$ cat src/rtl/multicycle_control.sv
//------------------------------------------------------------------------------
// multicycle_control
//   Main control FSM of the multi-cycle MIPS datapath: sequences instructions
//   and decodes every datapath enable / mux select from the current state.
//   Revision: 1.0
//------------------------------------------------------------------------------
`default_nettype none

module multicycle_control (
    input  logic       clk,
    input  logic       rstN,
    input  logic [5:0] opCode,
    input  logic       memReady,
    output logic       pcWrite,
    output logic       pcWriteCond,
    output logic       iorD,
    output logic       memRead,
    output logic       memWrite,
    output logic       memToReg,
    output logic       irWrite,
    output logic       regWrite,
    output logic       regDst,
    output logic       aluSrcA,
    output logic [1:0] aluSrcB,
    output logic [1:0] pcSource,
    output logic [1:0] aluOp,
    output logic       instrDone,
    output logic       illegalOp,
    output logic [3:0] state
);

    typedef enum logic [3:0] {
        S_FETCH  = 4'd0,
        S_DECODE = 4'd1,
        S_MEMADR = 4'd2,
        S_MEMRD  = 4'd3,
        S_MEMWB  = 4'd4,
        S_MEMWR  = 4'd5,
        S_EXEC   = 4'd6,
        S_ALUWB  = 4'd7,
        S_BRANCH = 4'd8,
        S_JUMP   = 4'd9,
        S_ADDIEX = 4'd10,
        S_ADDIWB = 4'd11
    } state_t;

    localparam logic [5:0] c_OP_RTYPE = 6'b000000;
    localparam logic [5:0] c_OP_LW    = 6'b100011;
    localparam logic [5:0] c_OP_SW    = 6'b101011;
    localparam logic [5:0] c_OP_BEQ   = 6'b000100;
    localparam logic [5:0] c_OP_J     = 6'b000010;
    localparam logic [5:0] c_OP_ADDI  = 6'b001000;

    state_t state_q, state_d;
    logic   illegal_q, illegal_d;

    // Write enables before reset gating
    logic w_pcWrite, w_pcWriteCond, w_memRead, w_memWrite;
    logic w_irWrite, w_regWrite, w_instrDone;

    always_comb begin
        state_d   = S_FETCH;
        illegal_d = illegal_q;
        case (state_q)
            S_FETCH:  state_d = memReady ? S_DECODE : S_FETCH;
            S_DECODE: begin
                case (opCode)
                    c_OP_LW, c_OP_SW: state_d = S_MEMADR;
                    c_OP_RTYPE:       state_d = S_EXEC;
                    c_OP_BEQ:         state_d = S_BRANCH;
                    c_OP_J:           state_d = S_JUMP;
                    c_OP_ADDI:        state_d = S_ADDIEX;
                    default: begin
                        state_d   = S_FETCH;
                        illegal_d = 1'b1;
                    end
                endcase
            end
            S_MEMADR: state_d = (opCode == c_OP_SW) ? S_MEMWR : S_MEMRD;
            S_MEMRD:  state_d = memReady ? S_MEMWB : S_MEMRD;
            S_MEMWB:  state_d = S_FETCH;
            S_MEMWR:  state_d = memReady ? S_FETCH : S_MEMWR;
            S_EXEC:   state_d = S_ALUWB;
            S_ALUWB:  state_d = S_FETCH;
            S_BRANCH: state_d = S_FETCH;
            S_JUMP:   state_d = S_FETCH;
            S_ADDIEX: state_d = S_ADDIWB;
            S_ADDIWB: state_d = S_FETCH;
            default:  state_d = S_FETCH;
        endcase
    end

    always_ff @(posedge clk) begin
        if (!rstN) begin
            state_q   <= S_FETCH;
            illegal_q <= 1'b0;
        end else begin
            state_q   <= state_d;
            illegal_q <= illegal_d;
        end
    end

    always_comb begin
        w_pcWrite     = 1'b0;
        w_pcWriteCond = 1'b0;
        w_memRead     = 1'b0;
        w_memWrite    = 1'b0;
        w_irWrite     = 1'b0;
        w_regWrite    = 1'b0;
        w_instrDone   = 1'b0;
        iorD          = 1'b0;
        memToReg      = 1'b0;
        regDst        = 1'b0;
        aluSrcA       = 1'b0;
        aluSrcB       = 2'b00;
        pcSource      = 2'b00;
        aluOp         = 2'b00;
        case (state_q)
            S_FETCH: begin
                w_memRead = 1'b1;
                aluSrcB   = 2'b01;
                w_irWrite = memReady;
                w_pcWrite = memReady;
            end
            S_DECODE: aluSrcB = 2'b11;
            S_MEMADR: begin
                aluSrcA = 1'b1;
                aluSrcB = 2'b10;
            end
            S_MEMRD: begin
                w_memRead = 1'b1;
                iorD      = 1'b1;
            end
            S_MEMWB: begin
                memToReg    = 1'b1;
                w_regWrite  = 1'b1;
                w_instrDone = 1'b1;
            end
            S_MEMWR: begin
                w_memWrite  = 1'b1;
                iorD        = 1'b1;
                w_instrDone = memReady;
            end
            S_EXEC: begin
                aluSrcA = 1'b1;
                aluOp   = 2'b10;
            end
            S_ALUWB: begin
                regDst      = 1'b1;
                w_regWrite  = 1'b1;
                w_instrDone = 1'b1;
            end
            S_BRANCH: begin
                aluSrcA       = 1'b1;
                aluOp         = 2'b01;
                w_pcWriteCond = 1'b1;
                pcSource      = 2'b01;
                w_instrDone   = 1'b1;
            end
            S_JUMP: begin
                w_pcWrite   = 1'b1;
                pcSource    = 2'b10;
                w_instrDone = 1'b1;
            end
            S_ADDIEX: begin
                aluSrcA = 1'b1;
                aluSrcB = 2'b10;
                aluOp   = 2'b11;
            end
            S_ADDIWB: begin
                w_regWrite  = 1'b1;
                w_instrDone = 1'b1;
            end
            default: ;
        endcase
    end

    // Reset suppresses all side effects immediately, even mid memory wait
    assign pcWrite     = w_pcWrite     & rstN;
    assign pcWriteCond = w_pcWriteCond & rstN;
    assign memRead     = w_memRead     & rstN;
    assign memWrite    = w_memWrite    & rstN;
    assign irWrite     = w_irWrite     & rstN;
    assign regWrite    = w_regWrite    & rstN;
    assign instrDone   = w_instrDone   & rstN;
    assign illegalOp   = illegal_q;
    assign state       = state_q;

endmodule

`default_nettype wire

$ cat config.mk
export PLATFORM = sky130hd
export DESIGN_NAME = multicycle_control
export DESIGN_NICKNAME = d
export VERILOG_FILES = /design/src/rtl/multicycle_control.sv
export SDC_FILE = /design/constraint.sdc
export NUM_CORES = 1
export LEC_CHECK = 0
export BUFFER_PORTS_ARGS = -buffer_cell sky130_fd_sc_hd__buf_2
export CAP_MARGIN = 5
export CORE_AREA = 5 5 58 60
export CTS_CLUSTER_SIZE = 14
export DETAILED_ROUTE_END_ITERATION = 10
export DIE_AREA = 0 0 63 65
export PLACE_DENSITY = 0.47
export SYNTH_ARGS = -nofsm -noshare
export SYNTH_HDL_FRONTEND = slang
export SYNTH_SLANG_ARGS = --single-unit
$ cat constraint.sdc
create_clock -name clk -period 1.3 [get_ports clk]
set_input_delay 0.195 -clock clk [delete_from_list [all_inputs] [get_ports clk]]
set_output_delay 0.195 -clock clk [all_outputs]
set_load 0.05 [all_outputs]
# == After elaboration in Yosys (flattened, before gate mapping) ==
# Cells that the tools add are included.
# word_totals
output_inout_bits,22
reg_bits,5
input_bits,9
word_cells,57
# op_classes
muxes,20
n_reduce_logical,11
bitwise_logic,8
eq_ne,16
# op_table
operator,count
4-bit case mux with 7 select lines,1
4-bit case mux with 5 select lines,1
"4-bit by 3-bit == test with 1-bit output, second input constant",4
"4-bit == test, second input constant",4
"6-bit == test, second input constant",2
2-bit case mux with 3 select lines,2
1-bit 2-to-1 mux,10
3-bit 2-to-1 mux,3
"4-bit by 2-bit == test with 1-bit output, second input constant",2
2-bit OR reduction,4
1-bit AND,7
"6-bit by 2-bit == test with 1-bit output, second input constant",1
"6-bit by 3-bit == test with 1-bit output, second input constant",1
"6-bit by 4-bit == test with 1-bit output, second input constant",1
6-bit zero test,1
6-bit OR reduction,1
5-bit OR reduction,1
"4-bit by 1-bit == test with 1-bit output, second input constant",1
4-bit zero test,1
1-bit case mux with 2 select lines,2
2-bit case mux with 2 select lines,1
4-bit OR reduction,1
3-bit OR reduction,1
2-bit AND reduction,1
1-bit inverter,1

# == Depth between registers and ports, before layout ==
# depth
depth_word,4
depth_mapped,6
ltp_nobuf,4

# == Least setup slack after synthesis ==
# No wires, ideal clock.
# synth_timing
path_type,reg-to-output
from,"register state_q[2], in the netlist state[2]"
to,output instrDone
setup_slack_ns,-2.378
n_path_buf,1
path_stages_with_launch,4
t_arrival_ns,3.483
required_time_ns,1.105
cell_sequence,dfxtp_1 > buf_2 > nor2_1 > a2111oi_0
# synth_between
elab_chain_len,4
word_cells_on_any_way,9
classes_between,eq/ne (6); mux (1); bitwise (1); reduce/logical (1)
# synth_rtl
item,line_no,source
from (decl),54,"state_t state_q, state_d;"
from (signal assigned),98,state_q <= state_d;
4-bit == test or 4-bit by 3-bit == test with 1-bit output (tied branches),118,case (state_q)
5-bit OR reduction (no line),-,
1-bit case mux with 2 select lines *,118,
1-bit AND *,185,assign instrDone = w_instrDone & rstN;
to (decl),27,"output logic instrDone,"
# Every way passes the cells marked *; elsewhere a longest branch is shown, timed or not.

# == Worst setup path in the final report ==
# Ends and elaborated chain as after synthesis.

==> results.cfg <==
[pwr]
p_int_uw = 412.2
switching_share_pct = 38.98
p_comb_share_pct = 48.4
p_per_area_nw_per_um2 = 385.6
power_frac_seq_pct = 23.7
finalPower_uw = 675.5
clockPowerShare_pct = 28.0
switching_power_uw = 263.3
p_leak_nw = 0.7158
ir_drop_mv = 0.4222

[timing]
slew_viol_final = 0
fin_crit_sh_pct = 122.1
fin_skew_ns = 0.007720
setup_viol = 21
rsz0062_at_grt = true
relSlewSlack_pct = 74.65
fmax_mhz = 629.8
fin_hold_ws_ns = 0.2910
tightest_slew_ns = 0.3754
fin_ws_ns = -0.2879
setup_tns_ns = -3.734
hold_violations = 0
final.min_clock_period_ns = 1.588

[worst_setup_path]
path_cells = nor2_4 > buf_4 > a2111oi_4 > buf_6
critPathArrivalTime_ns = 1.39
startpoint_type = register
critical_path_buf_inv_count = 2
reg2reg_slack_ns = -0.07
end_kind = output pin
rr_startpoint = state[0]
crit_fanout = 7
ff2ff_path_depth = 7
slowest_delay_ns = 0.42
required_ns = 1.11
crit_family = flip-flops
cp_slowest_cell = dfxtp_4
crit_type = register to output pin
rr_endpoint = state[0]

[floorplan]
die_area_um2 = 4095
die_w_um = 63
row_count = 20
die-height_um = 65
initial_core_util_pct = 23.13
core_um2 = 2878
pin_count = 31

[routing]
vias = 1024
route.detailed.drc = 0
wl_um = 2958
viasPerCell = 4.971
wire_per_inst_um = 14.36
drt_first_iter_violations = 28
drtPass1Iterations = 4
ant_nets = 0

[yosys]
synth_cell_types = 36
avgSynthCellArea_um2 = 6.792
netlist_instances = 98
ys_seq_elements = 5
yosysSeqAreaShare_pct = 15.04
synth_fp_nets = 107
syn_area_um2 = 665.6
ys_warn_count = 0

[run_status]
status = finished with violations
violations = negative setup slack

[hold_path]
min_to = state[3]
hold_depth = 3
hold_path.class = input port to register
hp-start = rstN

[grt]
grt_pass1_vias = 932
track_usage_pct = 13.30
grt_max_degree = 11
globalRouteOverflowTotal = 0
grt_pass1_wl_um = 4478
antenna_found_initial = 0

[placement]
hpwl_um = 1919
portBuffers = 30
gp_congestion = 0.8263

[clock_network]
clk_latency_ns = 0.25
clock-sinks = 5
clkTransAtPathRegs_ns = 0.05
hold_buffers = 0
cts_root_buf = clkbuf_4
clockBufferDepth = 2
htreeDepth = 1
numCtsBuffers = 3
cts_tree = done

[layout]
area_delta_synth_final_pct = 163.2
multi_input_area_um2 = 794.5
fin_nets = 183
seqCellArea_um2 = 115.1
final_util_pct = 60.87
drive_above_1_share_pct = 73.99
n_antenna_cell = 0
fillerInstances = 229

[flow_run]
drv_cap = 0
[cells by family (layout without fill, tap and decap cells)]
| group | after synthesis | after routing | synth area share [%] |
|---|---|---|---|
| and+or+nand+nor | 53 | 53 | 43.23 |
| AOI/OAI and AO/OA | 25 | 25 | 25.75 |
| buffers and inverters | 11 | 86 | 10.53 |
| DFF | 5 | 5 | 15.04 |
| xor gates and xnor gates | 3 | 3 | 3.948 |
| muxes | 1 | 1 | 1.504 |
[worst min-delay path: cells and delay by family]
family	cells	cell delay, ns
buffers and inverters	1	0.16
AND/OR/NAND/NOR	2	0.14
[worst max-delay path by stage]
stage | endpoint | cells past startpoint | startpoint | slack, ns
after global placement | instrDone | 4 | state[0] | -0.14
after CTS | instrDone | 4 | state[3] | -0.31
final | instrDone | 4 | state[2] | -0.29
after floorplan | regWrite | 5 | state[1] | -0.48
after detailed placement | instrDone | 4 | state[0] | -0.15
after global routing | regWrite | 6 | state[2] | -0.33
[timing repair]
action | 4_1_cts | 5_1_grt
pin swaps | 8 | 12
setup endpoints to repair | 22 | 21
gates resized for setup | 57 | 39
buffers inserted | 5 | 13
endpoints found under the hold margin | 0 | 0
[per-layer routing]
metal	share of wire [%]	up-vias	track usage [%]	routed length (um)
li1	-	499	-	-
met1	44	498	16.65	1300
met5	0	-	0	0
met2	50	23	22.18	1484
met4	0.91	0	4.509	27
met3	4.9	4	3.120	145
[Yosys cell counts, drive strengths merged]
master / n / share of area (%)
a21oi: 7 / 5.8
nor2: 16 / 9.0
xor2: 1 / 1.3
dfxtp: 5 / 15
o21a: 2 / 2.3
and3: 2 / 1.9
o21ai: 5 / 3.8
o2111ai: 1 / 1.3
inv: 2 / 1.1
nand2b: 4 / 3.8
o2bb2a: 1 / 1.5
nand4: 2 / 1.9
nor4: 3 / 2.8
a211o: 1 / 1.3
nor2b: 4 / 3.8
nor3: 10 / 9.2
or2b: 2 / 2.8
buf: 9 / 9.4
o211ai: 1 / 1.1
mux2i: 1 / 1.5
a211oi: 2 / 2.3
a32o: 1 / 1.5
xnor2: 2 / 2.6
o311ai: 1 / 1.3
nand2: 7 / 3.9
o21bai: 1 / 1.1
a2111oi: 1 / 1.3
nor3b: 3 / 4.1
a21o: 1 / 1.1
[registers in the layout, summed over array words and instances (netlist names)]
name / count
illegalOp: 1
state: 4
[final cells by class]
| class | count | area share [%] |
|---|---|---|
| Multi-Input combinational cell | 82 | 45.36 |
| Inverter | 2 | 0.4286 |
| Clock buffer | 4 | 1.500 |
| Sequential cell | 5 | 6.571 |
| Timing Repair Buffer | 80 | 43.79 |
| Tap cell | 33 | 2.357 |
[through the flow]
stage	instances	area [um^2]	setup WS, ns
CTS	193	1496	-0.3052
finish	206	1752	-0.2879
floorplan	98	910.9	-0.4816
global placement	184	1245	-0.1397
detailed placement	184	1245	-0.1495
global route	206	1752	-0.3314
[placed cells by master (no fill, tap or decap), types with 3 or more instances in the layout]
cell	instances
buf_6	35
nand2_2	3
nand2_1	4
a21oi_2	3
buf_4	27
nand2b_4	4
buf_8	6
clkbuf_4	5
buf_2	9
dfxtp_4	4
nor2_1	8
nor3_4	6
nor2_4	7
o21ai_0	4
[power by group through the flow]
stage | Sequential (mW) | Combinational, mW | Clock (mW)
6_report | 0.160 | 0.327 | 0.189
5_1_grt | 0.161 | 0.348 | 0.202
4_1_cts | 0.159 | 0.290 | 0.195
3_5_place_dp | 0.161 | 0.253 | 0
3_3_place_gp | 0.162 | 0.252 | 0
2_1_floorplan | 0.181 | 0.162 | 0
Power figures use the tool's default switching activity.
